`config.mk`:
```
export PLATFORM = sky130hd
export DESIGN_NAME = alu_op_sequencer
export DESIGN_NICKNAME = d
export VERILOG_FILES = /design/src/rtl/alu_op_sequencer.sv
export SDC_FILE = /design/constraint.sdc
export NUM_CORES = 1
export LEC_CHECK = 0
export CAP_MARGIN = 25
export CELL_PAD_IN_SITES_DETAIL_PLACEMENT = 1
export CELL_PAD_IN_SITES_GLOBAL_PLACEMENT = 1
export CORE_MARGIN = 5
export CORE_UTILIZATION = 47
export CTS_CLUSTER_DIAMETER = 120
export DETAILED_ROUTE_END_ITERATION = 10
export HOLD_SLACK_MARGIN = 0.15
export PLACE_DENSITY = 0.86
export SKIP_LAST_GASP = 1
export SLEW_MARGIN = 20
export SYNTH_ARGS = -nofsm -noshare
export SYNTH_HDL_FRONTEND = slang
export SYNTH_SLANG_ARGS = --single-unit
```
`constraint.sdc`:
```
create_clock -name clk -period 11.9 [get_ports clk]
set_clock_uncertainty 0.2 [all_clocks]
set_input_delay 3.57 -clock clk [delete_from_list [all_inputs] [get_ports clk]]
set_output_delay 3.57 -clock clk [all_outputs]
set_load 0.005 [all_outputs]
```
`src/rtl/alu_op_sequencer.sv`:
```
// alu_op_sequencer
//   Accepts one 32-bit ALU request over a valid/ready handshake. It registers the
//   operands, evaluates the op, and holds result/overflow/err until the consumer
//   accepts them. Single-cycle ops go through EXEC. Multiplies go through a
//   32-step shift-add MUL state, then a FIX state that applies the sign and
//   computes overflow.
//
//   Build option: define ALU_OP_SEQ_FAST_MUL_EN to route ops 2/7 through a
//   combinational 64-bit multiply in EXEC. In that build the MUL/FIX hardware
//   is not built.
//
//   Ports
//     clk, rst                     clock, synchronous active-high reset
//     in_valid/in_ready            request handshake (ready only in IDLE)
//     in_op, in_a, in_b            opcode and operands
//     out_valid/out_ready          response handshake (valid only in DONE)
//     out_result, out_overflow     result and overflow flag
//     out_err                      illegal opcode flag
module alu_op_sequencer #(
    parameter int DATA_WIDTH = 32,
    parameter int OP_WIDTH   = 5
) (
    input  logic                  clk,
    input  logic                  rst,
    input  logic                  in_valid,
    output logic                  in_ready,
    input  logic [OP_WIDTH-1:0]   in_op,
    input  logic [DATA_WIDTH-1:0] in_a,
    input  logic [DATA_WIDTH-1:0] in_b,
    output logic                  out_valid,
    input  logic                  out_ready,
    output logic [DATA_WIDTH-1:0] out_result,
    output logic                  out_overflow,
    output logic                  out_err
);
    localparam int W = DATA_WIDTH;

    localparam logic [OP_WIDTH-1:0] OP_ADDS = 5'd0,  OP_SUBS = 5'd1,  OP_MULS = 5'd2;
    localparam logic [OP_WIDTH-1:0] OP_MAXS = 5'd3,  OP_MINS = 5'd4,  OP_ADDU = 5'd5;
    localparam logic [OP_WIDTH-1:0] OP_SUBU = 5'd6,  OP_MULU = 5'd7,  OP_MAXU = 5'd8;
    localparam logic [OP_WIDTH-1:0] OP_MINU = 5'd9,  OP_AND  = 5'd10, OP_OR   = 5'd11;
    localparam logic [OP_WIDTH-1:0] OP_XOR  = 5'd12, OP_NOT  = 5'd13, OP_REV  = 5'd14;
    localparam logic [OP_WIDTH-1:0] OP_LTS  = 5'd15, OP_GES  = 5'd16;

    localparam logic [W-1:0] ONE_W = W'(1);

    typedef enum logic [2:0] {S_IDLE, S_EXEC, S_MUL, S_FIX, S_DONE} state_t;

    state_t state, state_n;

    logic [OP_WIDTH-1:0] op_q;
    logic [W-1:0]        a_q, b_q;

    // Single-cycle evaluation; returns {err, ovf, result}.
    function automatic logic [W+1:0] alu_eval(input logic [OP_WIDTH-1:0] op,
                                              input logic [W-1:0] a,
                                              input logic [W-1:0] b);
        logic [W-1:0] r, nb;
        logic [W:0]   s;
        logic         ovf, err;
`ifdef ALU_OP_SEQ_FAST_MUL_EN
        logic signed [2*W-1:0] ps;
        logic [2*W-1:0]        pu;
`endif
        r   = '0;
        nb  = '0;
        s   = '0;
        ovf = 1'b0;
        err = 1'b0;
        case (op)
            OP_ADDS: begin
                r   = a + b;
                ovf = (a[W-1] == b[W-1]) && (r[W-1] != a[W-1]);
            end
            OP_SUBS: begin
                nb  = ~b + ONE_W;
                r   = a + nb;
                ovf = (a[W-1] == nb[W-1]) && (r[W-1] != a[W-1]);
            end
            OP_ADDU: begin
                s   = {1'b0, a} + {1'b0, b};
                r   = s[W-1:0];
                ovf = s[W];
            end
            OP_SUBU: begin
                r   = a - b;
                ovf = (a < b);
            end
`ifdef ALU_OP_SEQ_FAST_MUL_EN
            OP_MULS: begin
                ps  = $signed({{W{a[W-1]}}, a}) * $signed({{W{b[W-1]}}, b});
                r   = ps[W-1:0];
                ovf = (ps[2*W-1:W-1] != {(W+1){ps[W-1]}});
            end
            OP_MULU: begin
                pu  = {{W{1'b0}}, a} * {{W{1'b0}}, b};
                r   = pu[W-1:0];
                ovf = (pu[2*W-1:W] != '0);
            end
`endif
            OP_MAXS: r = ($signed(a) < $signed(b)) ? b : a;
            OP_MINS: r = ($signed(a) >= $signed(b)) ? b : a;
            OP_MAXU: r = (a < b) ? b : a;
            OP_MINU: r = (b < a) ? b : a;
            OP_AND:  r = a & b;
            OP_OR:   r = a | b;
            OP_XOR:  r = a ^ b;
            OP_NOT:  r = ~a;
            OP_REV:  for (int i = 0; i < W; i++) r[i] = a[W-1-i];
            OP_LTS:  r = {{(W-1){1'b0}}, ($signed(a) < $signed(b))};
            OP_GES:  r = {{(W-1){1'b0}}, ($signed(a) >= $signed(b))};
            default: err = 1'b1;
        endcase
        return {err, ovf, r};
    endfunction

`ifndef ALU_OP_SEQ_FAST_MUL_EN
    logic [5:0]     cnt;
    logic [2*W-1:0] mcand, acc, prod;
    logic [W-1:0]   mplier, abs_a, abs_b;
    logic           msign, msigned, prod_ovf, in_is_signed;

    assign in_is_signed = (in_op == OP_MULS);
    assign abs_a = (in_is_signed && in_a[W-1]) ? (~in_a + ONE_W) : in_a;
    assign abs_b = (in_is_signed && in_b[W-1]) ? (~in_b + ONE_W) : in_b;
    assign prod  = msign ? (~acc + (2*W)'(1)) : acc;
    assign prod_ovf = msigned ? (prod[2*W-1:W-1] != {(W+1){prod[W-1]}})
                              : (prod[2*W-1:W] != '0);
`endif

    // State register
    always_ff @(posedge clk) begin
        if (rst) state <= S_IDLE;
        else     state <= state_n;
    end

    // Next-state logic
    always_comb begin
        state_n = state;
        case (state)
            S_IDLE: begin
                if (in_valid) begin
`ifdef ALU_OP_SEQ_FAST_MUL_EN
                    state_n = S_EXEC;
`else
                    state_n = (in_op == OP_MULS || in_op == OP_MULU) ? S_MUL : S_EXEC;
`endif
                end
            end
            S_EXEC: state_n = S_DONE;
`ifndef ALU_OP_SEQ_FAST_MUL_EN
            S_MUL:  if (cnt == 6'd31) state_n = S_FIX;
            S_FIX:  state_n = S_DONE;
`endif
            S_DONE: if (out_ready) state_n = S_IDLE;
            default: state_n = S_IDLE;
        endcase
    end

    // Handshake outputs decoded from the registered state
    always_comb begin
        in_ready  = (state == S_IDLE);
        out_valid = (state == S_DONE);
    end

    // Operand capture and multiplier datapath; reloaded on every accept, so no reset
    always_ff @(posedge clk) begin
        if (state == S_IDLE && in_valid) begin
            op_q <= in_op;
            a_q  <= in_a;
            b_q  <= in_b;
`ifndef ALU_OP_SEQ_FAST_MUL_EN
            mcand   <= {{W{1'b0}}, abs_a};
            mplier  <= abs_b;
            acc     <= '0;
            msigned <= in_is_signed;
            msign   <= in_is_signed & (in_a[W-1] ^ in_b[W-1]);
`endif
        end
`ifndef ALU_OP_SEQ_FAST_MUL_EN
        else if (state == S_MUL) begin
            // One multiplier bit per step, LSB first
            acc    <= acc + (mplier[0] ? mcand : '0);
            mcand  <= mcand << 1;
            mplier <= mplier >> 1;
        end
`endif
    end

    // Result registers and step counter
    always_ff @(posedge clk) begin
        if (rst) begin
            out_result   <= '0;
            out_overflow <= 1'b0;
            out_err      <= 1'b0;
`ifndef ALU_OP_SEQ_FAST_MUL_EN
            cnt          <= '0;
`endif
        end else begin
            case (state)
                S_EXEC: {out_err, out_overflow, out_result} <= alu_eval(op_q, a_q, b_q);
`ifndef ALU_OP_SEQ_FAST_MUL_EN
                S_MUL:  cnt <= (cnt == 6'd31) ? 6'd0 : cnt + 6'd1;
                S_FIX: begin
                    out_result   <= prod[W-1:0];
                    out_overflow <= prod_ovf;
                    out_err      <= 1'b0;
                end
`endif
                default: ;
            endcase
        end
    end

endmodule

```
### After elaboration in Yosys (flattened, before gate mapping)

Cells that the tools add are included.

* bits in registers: 274
* bits of input ports: 73
* output and inout port bits: 36
* word-level logic and storage cells: 106

* $add $sub $neg: 10
* $lt $le $gt $ge: 4
* eq/ne operators: 29
* muxes and demuxes: 25
* bitwise operators: 10
* reductions and logical operators: 14

Operator list (number)
* one-hot mux 32 bit (15 select lines): 1
* 2-to-1 mux 32 bit: 10
* 2-to-1 mux 64 bit: 2
* NOT 32 bit: 4
* adder 32 x 1 -> 32 bit (second input constant): 3
* < comparator 32 bit: 3
* adder 32 bit: 2
* adder 64 x 1 -> 64 bit (second input constant): 1
* adder 64 bit: 1
* NOT 64 bit: 1
* one-hot mux 32 bit (2 select lines): 1
* == test 5 x 4 -> 1 bit (second input constant): 8
* adder 32 x 32 -> 33 bit: 1
* bitwise AND 32 bit: 1
* greater-or-equal comparator 32 bit: 1
* inequality test 32 bit: 1
* OR 32 bit: 1
* nonzero test 32 bit: 1
* subtractor 32 bit: 1
* XOR 32 bit: 1
* == test 5 x 3 -> 1 bit (second input constant): 4
* OR reduction 15 bit: 1
* one-hot mux 3 bit (4 select lines): 1
* == test 5 x 2 -> 1 bit (second input constant): 2
* 26 further kinds: 39

### Longest topological paths before layout

* depth after elaboration: 7
* depth in mapped cells: 18
* gate-level depth less buffers: 17

### Worst setup path after synthesis

Ideal clock, no wire load.

* path type: input to register
* from: in in_valid
* to: reg a_q[0], enable pin
* arrival: 6.294 ns
* data required time: 11.237 ns
* slack: 4.942 ns
* stages on the path: 5
* buffers on the path: 3
* cells stage by stage: nand2_1 > clkbuf_1 > inv_1 > clkbuf_1 > clkbuf_1

* cells in the longest elaborated chain, start to end: 1

Ends and longest elaborated chain
* from (decl): RTL line 25 `input logic in_valid,`
* logical AND 1 bit: RTL line 168 `if (state == S_IDLE && in_valid) begin`
* to (signal assigned): RTL line 170 `a_q <= in_a;`
* to (decl): RTL line 52 `logic [W-1:0] a_q, b_q;`

No other way between the ends.
A chain may end at the register's enable or synchronous reset.

### Worst setup path after layout

* from: in in_b[2]
* to: reg mplier[29], data pin

* cells in the longest elaborated chain, start to end: 4

Ends and longest elaborated chain
* from (decl): RTL line 29 `input logic [DATA_WIDTH-1:0] in_b,`
* NOT 32 bit: RTL line 125 `assign abs_b = (in_is_signed && in_b[W-1]) ? (~in_b + ONE_W) : in_b;`
* adder 32 x 1 -> 32 bit: RTL line 125
* 2-to-1 mux 32 bit: RTL line 125
* 2-to-1 mux 32 bit: RTL line 168
* to (signal assigned): RTL line 174 `mplier <= abs_b;`
* to (signal assigned): RTL line 185 `mplier <= mplier >> 1;`
* to (decl): RTL line 120 `logic [W-1:0] mplier, abs_a, abs_b;`

No other way between the ends.

==> metrics <==
Setup CP Type=primary input to flop; total power=3.239 mW; hold bufs inserted after CTS=0; Multi-input gate area=17080 µm²; I/O pin count=109; CTS tree=yes; Crit Path Max Fanout=6; final worst slack=5.082 ns; layout cells sized above 1=0.04120; unrepaired setup endpoints after global routing=no; #FFs+latches synth=274; clock insertion delay at the later pin of the skew report=0.59 ns; Detail Route Antenna Nets=0; RD Place Congestion=1.010; CP required=11.98 ns; crit-path cells=clkdlybuf4s50_1 > nor4_1 > nand2_1 > or4_1 > nor3_1 > nand2_1 > o41ai_1 > xor2_1 > o21ai_0; Worst VDD drop=0.09487 mV; PortBufs=108; Slew @ Worst Pin=1.223 ns; Seq/Total Area, Yosys=0.2725; top_reg_cell synth=dfxtp_1; gr ovfl total=0; CTS Buffer Depth=3; Worst Setup End Kind=flop; Hold Path Class=flop to flop; endpoints failing hold=0; # fillers=6437; status=completed; Initial DRC Count=2622; Worst path most repeated cell=nand2_1; Post-synth EDFFs=135; WL per Instance=26.50 µm; Worst EP arrival=6.90 ns; cell at the slowest stage of the critical path=nor3_1; crit path launch=in_b[2]; yosys warns=0; Setup Fix Bufs, Post-CTS=0; Max Fclk=146.7 MHz; Leak=10.95 nW; Avg Inst Size Synth=7.863 µm²; GRT Overall Usage=0.3422; CTS sink count=274; Rel. slew slack=0.1771; # resized after CTS=0; Die X=241.0 µm; Unique masters post-synth=87; Residual DRC=0; core area=52760 µm²; vias in the first global route=26.80k; initial antenna violation count=1; GR Util met2=0.5695; syn_nets=3467; async set-reset flop share out of synthesis=0; Max Cap Violations=0; Syn-to-layout area delta=10.64%; Initial Util=0.4754; CTS root buffer=clkbuf_16; final worst-path cycle share=0.5729; Slew Viols, Final=0; TritonCTS Buffers=37; Hold WS=0.2589 ns; pin count of the biggest net entering global routing=103; FP Rows=84; CTS H-tree lvls=2; GR met1 Demand/Resource=0.4269; synthesized area=25080 µm²; worst hold start=mcand[35]; Max stage delay on crit path=0.75 ns; setup TNS=0 ns; # nets final=3453; total number of vias=26.10k; wire length of the first global-routing pass=156600 µm; CP Launch Type=primary input; Global Route met3 Usage=0.06868; DR pass1 iterations=6; die height=241.0 µm; Worst-path clk slew=0.06 ns; Routed WL=103200 µm; pre-CTS setup slack=4.569 ns; Power Dens Cells=116.7 nW/µm²; register area=6837 µm²; Synth Instances=3190; clock period minus worst slack=6.818 ns; Detailed Place HPWL=76550 µm; global route hottest layer=met2; Via density=6.702; die area=58090 µm²; Final setup viols=0; R2R Path Start=b_q[12]
-- sequential cells by signal, summed over array words and instances (netlist names) --
name and flops:
out_result 32, b_q 32, msign 1, mplier 32
acc 64, state 3, msigned 1, out_overflow 1
out_err 1, op_q 5, mcand 64, a_q 32
cnt 6
-- power by group --
| group | switching, mW | total, mW | internal [mW] |
|---|---|---|---|
| sequential | 0.0846 | 1.15 | 1.06 |
| combinational | 0.620 | 0.970 | 0.350 |
| clock | 0.481 | 1.12 | 0.639 |
-- routing by layer --
layer / vias up / wire length (µm)
met5: - / 81
met2: 1196 / 47670
met1: 12900 / 41150
met3: 301 / 8673
met4: 2 / 5636
li1: 11700 / -
-- area by class of cell --
class	instances	share of cell area
tap	688	0.03102
antenna	2	0.0001803
inverter	134	0.01830
timing repair buffer	136	0.04639
multi-input combinational	2593	0.6154
clock buffer	53	0.03773
sequential	274	0.2463
clock inverter	14	0.004643
-- cell usage in the layout, fill, tap and decap left out, drive strengths merged, types with 17 or more instances in the layout --
cell type / n
nand2: 400
a21oi: 305
nor2: 216
o21ai: 207
ha: 200
xnor2: 150
dfxtp: 139
inv: 137
edfxtp: 135
clkdlybuf4s50: 107
xor2: 98
and2: 78
a21o: 71
nor3: 64
clkbuf: 53
nand3: 49
nor4: 46
nand4: 43
a221oi: 42
o31ai: 39
nand2b: 38
o21bai: 37
a211oi: 36
a31oi: 34
or3: 32
or4: 29
buf: 29
o22ai: 27
o21a: 24
o41ai: 22
and3: 21
o2111ai: 21
a221o: 20
nor2b: 20
o211ai: 17
a22oi: 17
a211o: 17
-- metrics by stage --
stage / utilization / cells / instance area (µm²)
final: 0.5260 / 3894 / 27750
after global routing: 0.5259 / 3892 / 27750
after CTS: 0.5256 / 3891 / 27730
after detailed placement: 0.5033 / 3824 / 26560
after global placement: 0.5032 / 3823 / 26550
after floorplan: - / 3190 / 25080
-- logic make-up (layout without fill, tap and decap cells) --
| logic type | Yosys count | in the layout | share of synthesized area |
|---|---|---|---|
| XOR/XNOR | 248 | 248 | 0.08659 |
| buffers and inverters | 323 | 337 | 0.04968 |
| AND/OR/NAND/NOR | 1082 | 1082 | 0.2092 |
| AO/OA/AOI/OAI | 1047 | 1047 | 0.2738 |
| flip-flops | 274 | 274 | 0.2725 |
| other | 0 | 2 | 0 |
| multiplexers | 12 | 12 | 0.005138 |
| adder cells (fa/ha/maj) | 204 | 204 | 0.1030 |
-- worst max-delay path: cells and delay by family --
family / cells / cell delay [ns]
buffers and inverters: 1 / 0.52
XOR/XNOR: 1 / 0.17
AO/OA/AOI/OAI: 2 / 0.48
AND/OR/NAND/NOR: 5 / 2.17
-- cells in the mapped netlist (all sizes together), types with 20 or more instances --
cell type	count	area [µm²]
nand2	400	1501
dfxtp	139	2783
a221o	20	200.2
edfxtp	135	4054
xnor2	150	1314
a211oi	36	270.3
clkbuf	166	623.1
nor4	46	324.1
nand3	49	245.2
xor2	98	858.3
inv	134	503.0
ha	200	2502
o41ai	22	211.5
o2111ai	21	183.9
nor3	64	325.3
or4	29	229.0
buf	23	120.1
a31oi	34	212.7
or3	32	200.2
o21ai	207	1036
o21a	24	180.2
o21bai	37	277.8
o22ai	27	168.9
o31ai	39	292.8
a21o	71	533.0
a221oi	42	367.9
nor2	216	810.8
nand2b	38	237.7
and2	78	488.0
nor2b	20	125.1
nand4	43	284.0
a21oi	305	1526
and3	21	131.4
-- final timing paths --
path	end	slack, ns	depth (start not counted)
setup reg to reg	out_overflow	5.44	15
hold / removal	mcand[36]	0.26	2
hold reg to reg	mcand[36]	0.26	2
setup / recovery	mplier[29]	5.08	9
No activity file was read; power rests on OpenSTA's default activity.
